## src/rtl/mem_access_pkg.sv

```systemverilog
// rtl/mem_access_pkg.sv - shared constants, state encoding and frame builder for the memory access protocol
package mem_access_pkg;

    localparam logic [7:0] CMD_WRITE    = 8'h0F;
    localparam logic [7:0] CMD_READ     = 8'hFF;
    localparam int         ADDR_WIDTH   = 16;
    localparam int         WR_FRAME_LEN = 8;
    localparam int         RD_FRAME_LEN = 3;
    localparam int         RD_RESP_LEN  = 4;

    typedef enum logic [1:0] {
        ST_IDLE,
        ST_SEND,
        ST_WAIT_RX,
        ST_RESP
    } state_t;

    // Byte 0 of the frame sits in bits [7:0]; later bytes follow upward.
    function automatic logic [63:0] build_frame(
        input logic                  write,
        input logic [ADDR_WIDTH-1:0] addr,
        input logic [3:0]            we,
        input logic [31:0]           wdata
    );
        logic [63:0] f;
        if (write) begin
            f = {wdata, 4'b0000, we, addr, CMD_WRITE};
        end else begin
            f = {40'd0, addr, CMD_READ};
        end
        return f;
    endfunction

endpackage

```

## src/rtl/mem_access_timer.sv

```systemverilog
// rtl/mem_access_timer.sv - loadable down-counter that holds at zero and flags expiry
module mem_access_timer #(
    parameter int WIDTH = 20
) (
    input  logic             clk,
    input  logic             rst,
    input  logic             load,
    input  logic [WIDTH-1:0] load_value,
    input  logic             en,
    output logic             expired
);

    logic [WIDTH-1:0] count;

    always_ff @(posedge clk) begin
        if (rst) begin
            count <= '0;
        end else if (load) begin
            count <= load_value;
        end else if (en && (count != '0)) begin
            count <= count - WIDTH'(1);
        end
    end

    assign expired = (count == '0);

endmodule

```

## src/rtl/mem_access_host.sv

```systemverilog
// rtl/mem_access_host.sv - host initiator serialising read/write requests onto a byte-wide UART path
module mem_access_host
    import mem_access_pkg::*;
#(
    parameter int TIMEOUT_CYCLES = 1_000_000
) (
    input  logic                  clk,
    input  logic                  rst,
    input  logic                  req_valid,
    output logic                  req_ready,
    input  logic                  req_write,
    input  logic [ADDR_WIDTH-1:0] req_addr,
    input  logic [3:0]            req_we,
    input  logic [31:0]           req_wdata,
    output logic                  resp_valid,
    output logic                  resp_err,
    output logic [31:0]           resp_rdata,
    output logic                  TX_enable,
    output logic [7:0]            TX_data,
    input  logic                  tx_done,
    input  logic [7:0]            RX_data,
    input  logic                  rx_done
);

    localparam int TW = $clog2(TIMEOUT_CYCLES + 1);

    state_t      state, state_next;
    logic [63:0] frame, frame_next;
    logic        is_write, is_write_next;
    logic [2:0]  idx, idx_next;
    logic [1:0]  rx_cnt, rx_cnt_next;
    logic [23:0] rx_shift, rx_shift_next;
    logic        tx_enable_next;
    logic [7:0]  tx_data_next;
    logic        resp_valid_next;
    logic        resp_err_next;
    logic [31:0] resp_rdata_next;
    logic        tmr_load;
    logic        tmr_expired;
    logic [2:0]  last_idx;
    logic [63:0] new_frame;

    function automatic logic [7:0] frame_byte(input logic [63:0] f, input logic [2:0] i);
        return 8'(f >> {i, 3'b000});
    endfunction

    assign new_frame = build_frame(req_write, req_addr, req_we, req_wdata);
    assign last_idx  = is_write ? 3'(WR_FRAME_LEN - 1) : 3'(RD_FRAME_LEN - 1);

    mem_access_timer #(
        .WIDTH(TW)
    ) u_timer (
        .clk       (clk),
        .rst       (rst),
        .load      (tmr_load),
        .load_value(TW'(TIMEOUT_CYCLES)),
        .en        (state == ST_WAIT_RX),
        .expired   (tmr_expired)
    );

    always_comb begin
        state_next      = state;
        frame_next      = frame;
        is_write_next   = is_write;
        idx_next        = idx;
        rx_cnt_next     = rx_cnt;
        rx_shift_next   = rx_shift;
        tx_enable_next  = TX_enable;
        tx_data_next    = TX_data;
        resp_valid_next = 1'b0;
        resp_err_next   = 1'b0;
        resp_rdata_next = 32'd0;
        tmr_load        = 1'b0;
        case (state)
            ST_IDLE: begin
                if (req_valid) begin
                    state_next     = ST_SEND;
                    frame_next     = new_frame;
                    is_write_next  = req_write;
                    idx_next       = 3'd0;
                    tx_enable_next = 1'b1;
                    tx_data_next   = new_frame[7:0];
                end
            end
            ST_SEND: begin
                if (tx_done) begin
                    if (idx == last_idx) begin
                        tx_enable_next = 1'b0;
                        tx_data_next   = 8'd0;
                        if (is_write) begin
                            state_next      = ST_RESP;
                            resp_valid_next = 1'b1;
                        end else begin
                            state_next    = ST_WAIT_RX;
                            rx_cnt_next   = 2'd0;
                            rx_shift_next = 24'd0;
                            tmr_load      = 1'b1;
                        end
                    end else begin
                        idx_next     = idx + 3'd1;
                        tx_data_next = frame_byte(frame, idx + 3'd1);
                    end
                end
            end
            ST_WAIT_RX: begin
                // A fourth byte arriving on the expiry cycle still counts as a good response.
                if (rx_done) begin
                    rx_shift_next = {RX_data, rx_shift[23:8]};
                    rx_cnt_next   = rx_cnt + 2'd1;
                    if (rx_cnt == 2'(RD_RESP_LEN - 1)) begin
                        state_next      = ST_RESP;
                        resp_valid_next = 1'b1;
                        resp_rdata_next = {RX_data, rx_shift};
                    end
                end else if (tmr_expired) begin
                    state_next      = ST_RESP;
                    resp_valid_next = 1'b1;
                    resp_err_next   = 1'b1;
                end
            end
            ST_RESP: begin
                state_next = ST_IDLE;
            end
            default: begin
                state_next = ST_IDLE;
            end
        endcase
    end

    always_ff @(posedge clk) begin
        if (rst) begin
            state      <= ST_IDLE;
            frame      <= 64'd0;
            is_write   <= 1'b0;
            idx        <= 3'd0;
            rx_cnt     <= 2'd0;
            rx_shift   <= 24'd0;
            TX_enable  <= 1'b0;
            TX_data    <= 8'd0;
            resp_valid <= 1'b0;
            resp_err   <= 1'b0;
            resp_rdata <= 32'd0;
            req_ready  <= 1'b1;
        end else begin
            state      <= state_next;
            frame      <= frame_next;
            is_write   <= is_write_next;
            idx        <= idx_next;
            rx_cnt     <= rx_cnt_next;
            rx_shift   <= rx_shift_next;
            TX_enable  <= tx_enable_next;
            TX_data    <= tx_data_next;
            resp_valid <= resp_valid_next;
            resp_err   <= resp_err_next;
            resp_rdata <= resp_rdata_next;
            req_ready  <= (state_next == ST_IDLE);
        end
    end

endmodule
```

## config.mk

```make
export PLATFORM = sky130hd
export DESIGN_NAME = mem_access_host
export DESIGN_NICKNAME = d
export VERILOG_FILES = /design/src/rtl/mem_access_pkg.sv /design/src/rtl/mem_access_timer.sv /design/src/rtl/mem_access_host.sv
export SDC_FILE = /design/constraint.sdc
export NUM_CORES = 1
export LEC_CHECK = 0
export CAP_MARGIN = 30
export CORE_MARGIN = 4
export CORE_UTILIZATION = 40
export CTS_CLUSTER_DIAMETER = 40
export DETAILED_ROUTE_END_ITERATION = 12
export PLACE_DENSITY = 0.65
export SLEW_MARGIN = 20
export SYNTH_ARGS = -nofsm -noshare
export SYNTH_HDL_FRONTEND = slang
export SYNTH_HIERARCHICAL = 1
export SYNTH_SLANG_ARGS = --single-unit
```

## constraint.sdc

```tcl
create_clock -name clk -period 2.25 [get_ports clk]
set_clock_uncertainty 0.2 [all_clocks]
set_input_delay 0.45 -clock clk [delete_from_list [all_inputs] [get_ports clk]]
set_output_delay 0.45 -clock clk [all_outputs]
set_load 0.005 [all_outputs]
```

==> results of run 1 <==
## registers in the layout (all words and copies together), names as in the netlist
signal         flops
resp_err           1
rx_cnt             2
TX_data            8
state              2
TX_enable          1
resp_valid         1
resp_rdata        32
idx                3
req_ready          1
frame             54
is_write           1
u_timer/count     20
rx_shift          24
## area by class of cell
class | count | share of cell area (%)
flip-flops and latches | 150 | 33.7
well taps | 216 | 3.03
clock buffers | 18 | 4.93
inverters | 13 | 0.548
repair buffers | 171 | 18.3
clock inverters | 13 | 1.81
multi-input cells | 553 | 37.7
## power by group
group          internal (mW)  switching (mW)
clock                   1.70            1.19
sequential              2.74          0.0515
combinational          0.352           0.370
total                   4.79            1.61
## cell families (layout without fill, tap and decap cells)
family | after synthesis | in the layout | share of synthesized area, %
adders and majority gates | 7 | 7 | 1.34
buffers and inverters | 75 | 215 | 5.40
AOI/OAI and AO/OA | 169 | 169 | 16.8
muxes | 12 | 12 | 2.62
other | 2 | 20 | 0.115
and+or+nand+nor | 331 | 331 | 25.6
xor gates and xnor gates | 14 | 14 | 2.16
DFF | 150 | 150 | 46.0
## metal layers
layer  vias up  global-route usage [%]
li1       2923                       -
met1      2646                    23.0
met2       113                    31.6
met3        19                    4.79
met4         0                    5.49
met5         -                       0
## cell usage in the layout, fill, tap and decap left out, drive strengths merged, types with 18 or more instances in the layout
| cell | synthesis | routed |
|---|---|---|
| clkbuf | 42 | 18 |
| nand3 | 46 | 46 |
| and2 | 37 | 37 |
| nand2 | 124 | 124 |
| conb | 2 | 20 |
| clkdlybuf4s50 | 0 | 108 |
| buf | 20 | 63 |
| nor2 | 42 | 42 |
| inv | 13 | 21 |
| nand4 | 28 | 28 |
| a21oi | 99 | 99 |
| dfxtp | 150 | 150 |
| a211oi | 22 | 22 |
## through the flow
stage          setup slack, ns  std cells  hold WS, ns  setup TNS (ns)
3_3_place_gp          -0.00359       1102        0.235        -0.00359
3_5_place_dp           -0.0116       1102        0.238         -0.0225
5_1_grt                 -0.159       1134        0.146           -1.19
2_1_floorplan         -0.00284        778        0.227        -0.00284
6_report               -0.0380       1134        0.140         -0.0910
4_1_cts                -0.0442       1133        0.136         -0.0904
## what timing repair did
item | 4_1_cts | 5_1_grt
endpoints found under the setup margin | 10 | 19
pin swaps | 12 | 21
gates cloned | 0 | 0
buffers inserted | 0 | 2
resized for setup | 8 | 15
## final timing paths
kind | from | end | slack, ns
setup / recovery | u_timer/count[1] | u_timer/count[9] | -0.04
hold / removal | rst | u_timer/count[15] | 0.14
hold reg to reg | rx_shift[6] | rx_shift[6] | 0.24
setup reg to reg | u_timer/count[1] | u_timer/count[9] | -0.04
==> summary.txt, run 1 <==
Yosys
  • Commonest cells post-synth: dfxtp_1 (150), nand2_1 (124), a21oi_1 (99)
  • Ys Warns: 6
  • Synthesized flop and latch total: 150
  • Post-synthesis cell count: 760
  • Sequential-to-total area share from yosys stat: a little under half
  • Ys flop type: dfxtp_1
  • Most frequent cell after synthesis: dfxtp_1
  • Synthesized area: 0.00653 sq mm
  • Ys async rst share: 0%
  • Synth area leader: dfxtp_1
  • Library cells used by synthesis: 69
  • Number of synthesized flops with an enable pin: 0
  • Top cells by area, synth: dfxtp_1 (46%), a21oi_1 (7.6%), nand2_1 (7.1%), and2_1 (3.5%), nand3_1 (3.5%)
  • Post-synth top area share: 46.0%
  • Avg Inst Size Synth: between 8 and 9 sq um

Clocking
  • Clk sinks: 150
  • H-tree depth: 4
  • Reg clk slew, reported paths: 0.06 ns
  • Worst-Skew Late Latency: 0.42 ns
  • Cts hold-fix bufs: 0
  • CTS tree: yes
  • CTS Buf Count: 17
  • CTS root buffer: clkbuf_16
  • Clock tree buffer depth: 2

Global route
  • Gr ovfl total: 0
  • Initial antenna violation count: 0
  • Vias in the first global route: 5377
  • Largest net degree at the start of global routing: 61
  • First-pass GRT wire length: 27200 microns
  • GRT Total Usage: 18.5%

Floorplan
  • Initial Util: 41.0%
  • Height of the die: 136 microns
  • Num ports: 110
  • Std cell rows: 46
  • Core footprint: 0.0159 sq mm
  • Die area: 0.0184 sq mm
  • DIE WIDTH: around 140 microns

Route
  • Metal-1 WL: just over 7000 microns
  • Met2 WL: ~8400 microns
  • First-pass DRT Iterations: 4
  • Vias/cell: around 5.0
  • First DRT Iteration DRCs: 414
  • Drt total wl: ~17000 microns
  • Via count: approximately 5700
  • Drt wl/cell: 14.6 microns
  • Top Layer Used: met4
  • Remaining DRCs: 0
  • Antenna viol nets, final: 0
  • Metal3 WL: 655 microns

Cells and area
  • Multi-input gate area: 0.00336 sq mm
  • Ratio of cells with drive above 1 in the final layout: 15.3%
  • Nets: ~1000
  • Area Overhead vs Synth: 36.4%
  • Fill cells: 1498
  • Finished Cell Area: approximately 0.009 sq mm
  • Reg area: 0.00301 sq mm
  • ANT cells: 0
  • Final core occ: between 50% and 60%

Worst setup path
  • Crit path depth: 8
  • Worst Path Required: 2.37 ns
  • CP bufs+invs: 2
  • Worst-case reg-to-reg path depth: 8
  • Crit path launch type: flop
  • Critical-path maximum fanout: 4
  • Critical path type: flop to flop
  • CP delay by family, top: simple AND/OR/NAND/NOR gates
  • Slowest stage delay, CP: between 0.4 and 0.5 ns
  • Endpoint class of the critical path: flop
  • Crit path cell chain: inv_2 -> ha_4 -> or4b_4 -> nor3b_4 -> a211oi_2 -> buf_4 -> a211o_1 -> and3_4
  • Slowest cell on the critical path: or4b_4
  • Worst Path Arrival: about 2.4 ns

Timing
  • Tmin final: ~2.3 ns
  • RSZ-0062 raised after global routing: yes
  • Tcrit/Tclk final: 102%
  • Final WS setup: -0.0380 ns
  • Final Max Tran Viols: 0
  • Final setup vio count: 4
  • Peak Freq: 437 MHz
  • Final hold viol count: 0

Pwr
  • Pleak: ~3.2 nW
  • Peak supply drop: 0.000540 V
  • Power Dens Cells: a little over 700 mW/mm^2
  • Total chip power: approximately 6.4 mW

Job
  • Max Cap Viol: 0

Worst hold path
  • Worst hold path type: input port to flop
  • Hold path cells: 2

Placement
  • PortBufs: 109
  • Post-DP HPWL: 11600 microns
  • Placed standard-cell area: 0.00818 sq mm
  • Routability Congestion: around 0.84

Outcome
  • Status: complete, but fails checks
  • Failing checks: setup timing
(Power assumes the default switching activity.)
==> run 2, diff against run 1 <==
--- a/config.mk
+++ b/config.mk
@@ -10,7 +10,6 @@
 export CORE_UTILIZATION = 40
 export CTS_CLUSTER_DIAMETER = 40
 export DETAILED_ROUTE_END_ITERATION = 12
-export PLACE_DENSITY = 0.65
 export SLEW_MARGIN = 20
 export SYNTH_ARGS = -nofsm -noshare
 export SYNTH_HDL_FRONTEND = slang
==> constraint.sdc (replaced) <==
create_clock -name clk -period 2.7 [get_ports clk]
set_clock_uncertainty 0.2 [all_clocks]
set_input_delay 0.54 -clock clk [delete_from_list [all_inputs] [get_ports clk]]
set_output_delay 0.54 -clock clk [all_outputs]
set_load 0.005 [all_outputs]
==> summary.txt, run 2 (synthesis results as in run 1) <==
Clocking
  • CTS Buf Count: 17
  • Clk sinks: 150
  • H-tree depth: 4
  • Clock tree buffer depth: 2
  • Post-CTS setup repair buffer count: 0
  • Worst-Skew Late Latency: 0.42 ns
  • Post-CTS sizing: 0
  • Cts hold-fix bufs: 0
  • CTS tree: yes
  • CTS root buffer: clkbuf_16
  • Reg clk slew, reported paths: roughly 0.060 ns

Route
  • Drt total wl: 16300 microns
  • Drt wl/cell: roughly 15 microns
  • Vias/cell: slightly above 5
  • Antenna viol nets, final: 0
  • First-pass DRT Iterations: 5
  • Remaining DRCs: 0
  • Via count: between 5000 and 6000
  • First DRT Iteration DRCs: 341

Global route
  • Vias in the first global route: roughly 5400
  • GRT Total Usage: 18.1%
  • Largest net degree at the start of global routing: 56
  • Initial antenna violation count: 0
  • First-pass GRT wire length: 26700 microns
  • Gr ovfl total: 0

Worst setup path
  • Slowest cell on the critical path: or4b_4
  • Crit path launch type: flop
  • Worst-case reg-to-reg path depth: 10
  • Worst r2r dst: req_ready
  • Worst Path Arrival: roughly 2.6 ns
  • Critical path type: flop to flop
  • Worst R2R Start: u_timer/count[0]
  • Worst Path Required: between 2 and 3 ns
  • Slowest stage delay, CP: 0.48 ns
  • Crit path cell chain: inv_1 -> ha_1 -> or4b_4 -> nor3b_4 -> and2_1 -> nand2b_1 -> nand2_1 -> o2bb2ai_1 -> o31a_1 -> nor2_1
  • R2R Setup Slk: 0.26 ns
  • Critical-path maximum fanout: 9
  • Endpoint class of the critical path: flop

Cells and area
  • Area Overhead vs Synth: 29.5%
  • Final core occ: approximately 53%
  • Commonest non-fill, non-tap cells in the layout: dfxtp_1 (150), nand2_1 (124), clkdlybuf4s50_1 (108), a21oi_1 (99), nand3_1 (46)
  • Most common cell after layout, fill and taps aside: dfxtp_1
  • Nets: ~940
  • Top flop regs: frame (54), resp_rdata (32), rx_shift (24)
  • Max FFs per register: 54
  • ANT cells: 0
  • Ratio of cells with drive above 1 in the final layout: under 10%
  • Finished Cell Area: around 0.0085 sq mm
  • Top reg by flops: frame
  • Fill cells: around 1500
  • Final cell count without fillers: 1094

Floorplan
  • Num ports: 110
  • DIE WIDTH: around 140 microns
  • Height of the die: 136 microns
  • Die area: roughly 0.018 sq mm
  • Core footprint: 0.0159 sq mm
  • Std cell rows: between 40 and 50
  • Initial Util: 41.0%

Pwr
  • Pleak: 2.96 nW
  • Peak supply drop: approximately 0.00045 V
  • Power Dens Cells: 623 mW/mm^2
  • Total chip power: 5.27 mW

Placement
  • Routability Congestion: 0.924
  • Placed insts: around 1100
  • PortBufs: 109
  • Post-DP HPWL: 11700 microns
  • Placed standard-cell area: between 0.007 and 0.008 sq mm

Timing
  • Slew @ Worst Pin: 0.703 ns
  • Peak Freq: 409 MHz
  • Final hold viol count: 0
  • Setup TNS: 0 ns
  • Tmin final: 2.44 ns
  • RSZ-0062 raised after global routing: no
  • Tcrit/Tclk final: about nine tenths
  • Final Max Tran Viols: 0
  • Relative slew slack: 52.9%
  • Final setup vio count: 0

Job
  • Max Cap Viol: 0

Worst hold path
  • Hold path cells: 2
  • Worst hold path type: flop to flop
  • Worst hold start: rx_shift[7]
  • Worst Hold Path EP: rx_shift[7]

Outcome
  • Status: completed
==> run 2: cell count changes in the layout (fill, tap and decap cells not counted), moves of 3 or more <==
cell,before,now
a211oi_2,6,3
a211oi_1,15,19
buf_6,3,0
buf_4,55,20
==> run 2: worst max path at each step <==
stage	from	to	slack, ns	cells past startpoint
4_1_cts	u_timer/count[0]	u_timer/count[13]	0.26	7
6_report	u_timer/count[0]	req_ready	0.26	10
3_5_place_dp	req_valid	TX_data[6]	0.25	6
2_1_floorplan	u_timer/count[0]	req_ready	0.42	11
5_1_grt	u_timer/count[1]	u_timer/count[13]	0.12	7
3_3_place_gp	req_valid	TX_data[0]	0.31	6
==> run 2: metal layers <==
layer / GRT usage, % / vias to the layer above / wire, microns
met4: 8.40 / 0 / 496
met3: 3.86 / 34 / 752
li1: - / 2842 / -
met1: 22.7 / 2578 / 7050
met5: 0 / - / 0
met2: 29.8 / 151 / 8020
==> run 2: layout make-up <==
| cell class | instances | area (sq um) | share of cell area [%] |
|---|---|---|---|
| well taps | 216 | 270 | 3.20 |
| clock buffers | 18 | 439 | 5.19 |
| inverters | 13 | 48.8 | 0.577 |
| flip-flops and latches | 150 | 3000 | 35.5 |
| clock inverters | 13 | 159 | 1.88 |
| multi-input cells | 553 | 3250 | 38.4 |
| repair buffers | 131 | 1290 | 15.3 |
==> run 2: where the power goes <==
group / switching (mW) / internal, mW / total [mW]
registers: 0.0474 / 2.28 / 2.33
clock network: 0.979 / 1.41 / 2.39
logic: 0.293 / 0.257 / 0.550
total: 1.32 / 3.95 / 5.27
==> run 2: stage by stage <==
stage	hold WS (ns)	setup slack (ns)
2_1_floorplan	0.227	0.416
3_3_place_gp	0.237	0.307
3_5_place_dp	0.242	0.253
4_1_cts	0.249	0.260
5_1_grt	0.270	0.121
6_report	0.246	0.256
==> run 2: critical path, delay by kind of cell (launching register included) <==
kind                     cells  cell delay [ns]
AND/OR/NAND/NOR              6             1.24
flip-flops                   1             0.34
adder cells (fa/ha/maj)      1             0.13
buffers and inverters        1             0.09
AO/OA/AOI/OAI                2             0.31
==> run 3, diff against run 2 <==
--- a/config.mk
+++ b/config.mk
@@ -6,6 +6,7 @@
 export NUM_CORES = 1
 export LEC_CHECK = 0
 export CAP_MARGIN = 30
+export CORE_ASPECT_RATIO = 0.7
 export CORE_MARGIN = 4
 export CORE_UTILIZATION = 40
 export CTS_CLUSTER_DIAMETER = 40
==> summary.txt, run 3 (synthesis results as in run 1) <==
Worst setup path
  • Critical path type: flop to flop
  • Critical-path maximum fanout: 6
  • Worst r2r dst: u_timer/count[8]
  • Endpoint class of the critical path: flop
  • Crit path launch type: flop
  • Worst-case reg-to-reg path depth: 8
  • Crit path cell chain: inv_1 -> ha_1 -> or4b_4 -> nor3b_4 -> buf_4 -> a211oi_2 -> a211oi_1 -> a2111oi_2
  • Worst Path Required: 2.78 ns
  • Slowest cell on the critical path: or4b_4
  • Slowest stage delay, CP: 0.48 ns
  • Worst Path Arrival: 2.58 ns
  • CP delay by family, top: simple AND/OR/NAND/NOR gates
  • Critical path origin: u_timer/count[0]
  • Worst R2R Start: u_timer/count[0]
  • CP bufs+invs: 2
  • R2R Setup Slk: 0.20 ns

Cells and area
  • Nets: 941
  • Ratio of cells with drive above 1 in the final layout: 9.31%
  • Top reg by flops: frame
  • Finished Cell Area: 0.00846 sq mm
  • Final cell count without fillers: 1101
  • ANT cells: 0
  • Commonest non-fill, non-tap cells in the layout: dfxtp_1 (150), nand2_1 (124), clkdlybuf4s50_1 (108), a21oi_1 (99), nand3_1 (46)
  • Max FFs per register: 54
  • Final core occ: 53.8%
  • Most common cell after layout, fill and taps aside: dfxtp_1
  • Area Overhead vs Synth: 29.5%
  • Top flop regs: frame (54), resp_rdata (32), rx_shift (24)

Worst hold path
  • Worst hold path type: flop to flop
  • Worst hold start: frame[51]
  • Hold path cells: 2
  • Worst Hold Path EP: frame[51]

Route
  • Drt wl/cell: 15.8 microns
  • Remaining DRCs: 0
  • Metal-1 WL: 8790 microns
  • First-pass DRT Iterations: 5
  • Met2 WL: 7570 microns
  • Via count: 5703
  • Metal3 WL: 851 microns
  • Drt total wl: 17400 microns
  • Antenna viol nets, final: 0
  • Vias/cell: 5.18
  • Top Layer Used: met4
  • First DRT Iteration DRCs: 436

Clocking
  • Post-CTS sizing: 0
  • CTS tree: yes
  • Worst-Skew Late Latency: 0.42 ns
  • Reg clk slew, reported paths: 0.06 ns
  • Clock tree buffer depth: 2
  • Clk sinks: 150
  • Cts hold-fix bufs: 0
  • Post-CTS setup repair buffer count: 0
  • CTS root buffer: clkbuf_16
  • H-tree depth: 4
  • CTS Buf Count: 17

Timing
  • Tmin final: between 2 and 2.5 ns
  • Tcrit/Tclk final: 92.4%
  • RSZ-0062 raised after global routing: no
  • Final Max Tran Viols: 0
  • Final setup vio count: 0
  • Final hold viol count: 0
  • Peak Freq: ~400 MHz
  • Slew @ Worst Pin: 0.612 ns
  • Relative slew slack: 59.0%
  • Setup TNS: 0 ns

Floorplan
  • Die area: 0.0185 sq mm
  • Core footprint: 0.0157 sq mm
  • DIE WIDTH: 161 microns
  • Num ports: 110
  • Initial Util: 41.5%
  • Height of the die: 115 microns
  • Std cell rows: 38

Global route
  • Gr ovfl total: 0
  • First-pass GRT wire length: 28900 microns
  • GRT Total Usage: 19.2%
  • Vias in the first global route: 5557
  • Largest net degree at the start of global routing: 91
  • Initial antenna violation count: 0

Pwr
  • Peak supply drop: 0.000338 V
  • Power Dens Cells: a little over 600 mW/mm^2
  • Pleak: 2.96 nW
  • Total chip power: roughly 5.3 mW

Outcome
  • Status: completed

Placement
  • Placed insts: 1069
  • Placed standard-cell area: a little under 0.008 sq mm
  • Post-DP HPWL: 12200 microns
  • PortBufs: 109
  • Routability Congestion: 0.824

Job
  • Max Cap Viol: 0
==> run 3: worst max path at each step <==
stage / slack, ns / endpoint / cells after the start
6_report: 0.20 / u_timer/count[8] / 8
5_1_grt: 0.05 / u_timer/count[10] / 8
4_1_cts: 0.21 / u_timer/count[8] / 8
3_5_place_dp: 0.16 / TX_data[0] / 6
3_3_place_gp: 0.17 / TX_data[0] / 6
2_1_floorplan: 0.42 / req_ready / 11
==> run 3: layout make-up <==
type	count	area (sq um)
Fill cell	1448	7280
Multi-Input combinational cell	553	3250
Sequential cell	150	3000
Timing Repair Buffer	133	1290
Clock buffer	22	474
Tap cell	220	275
Clock inverter	10	120
Inverter	13	48.8
==> run 3: layer usage <==
| metal | global-route usage (%) | up-vias |
|---|---|---|
| li1 | - | 2849 |
| met1 | 28.4 | 2697 |
| met2 | 28.3 | 139 |
| met3 | 4.12 | 18 |
| met4 | 5.57 | 0 |
| met5 | 0 | - |
==> run 3: per-stage QoR <==
stage | setup WS (ns) | hold WS (ns)
after CTS | 0.206 | 0.253
after detailed placement | 0.160 | 0.244
after global routing | 0.0484 | 0.267
after floorplan | 0.416 | 0.227
final | 0.205 | 0.252
after global placement | 0.166 | 0.238
==> run 3: tightest hold or removal path, delay by kind of cell, from the launching register on <==
kind | cells | cell delay [ns]
flops | 1 | 0.31
compound gates | 1 | 0.05
simple gates | 1 | 0.05
==> run 3: power breakdown <==
group	switching (mW)	total [mW]	internal (mW)
Combinational	0.308	0.566	0.258
Sequential	0.0427	2.32	2.28
Clock	0.941	2.38	1.44
Total	1.29	5.27	3.98
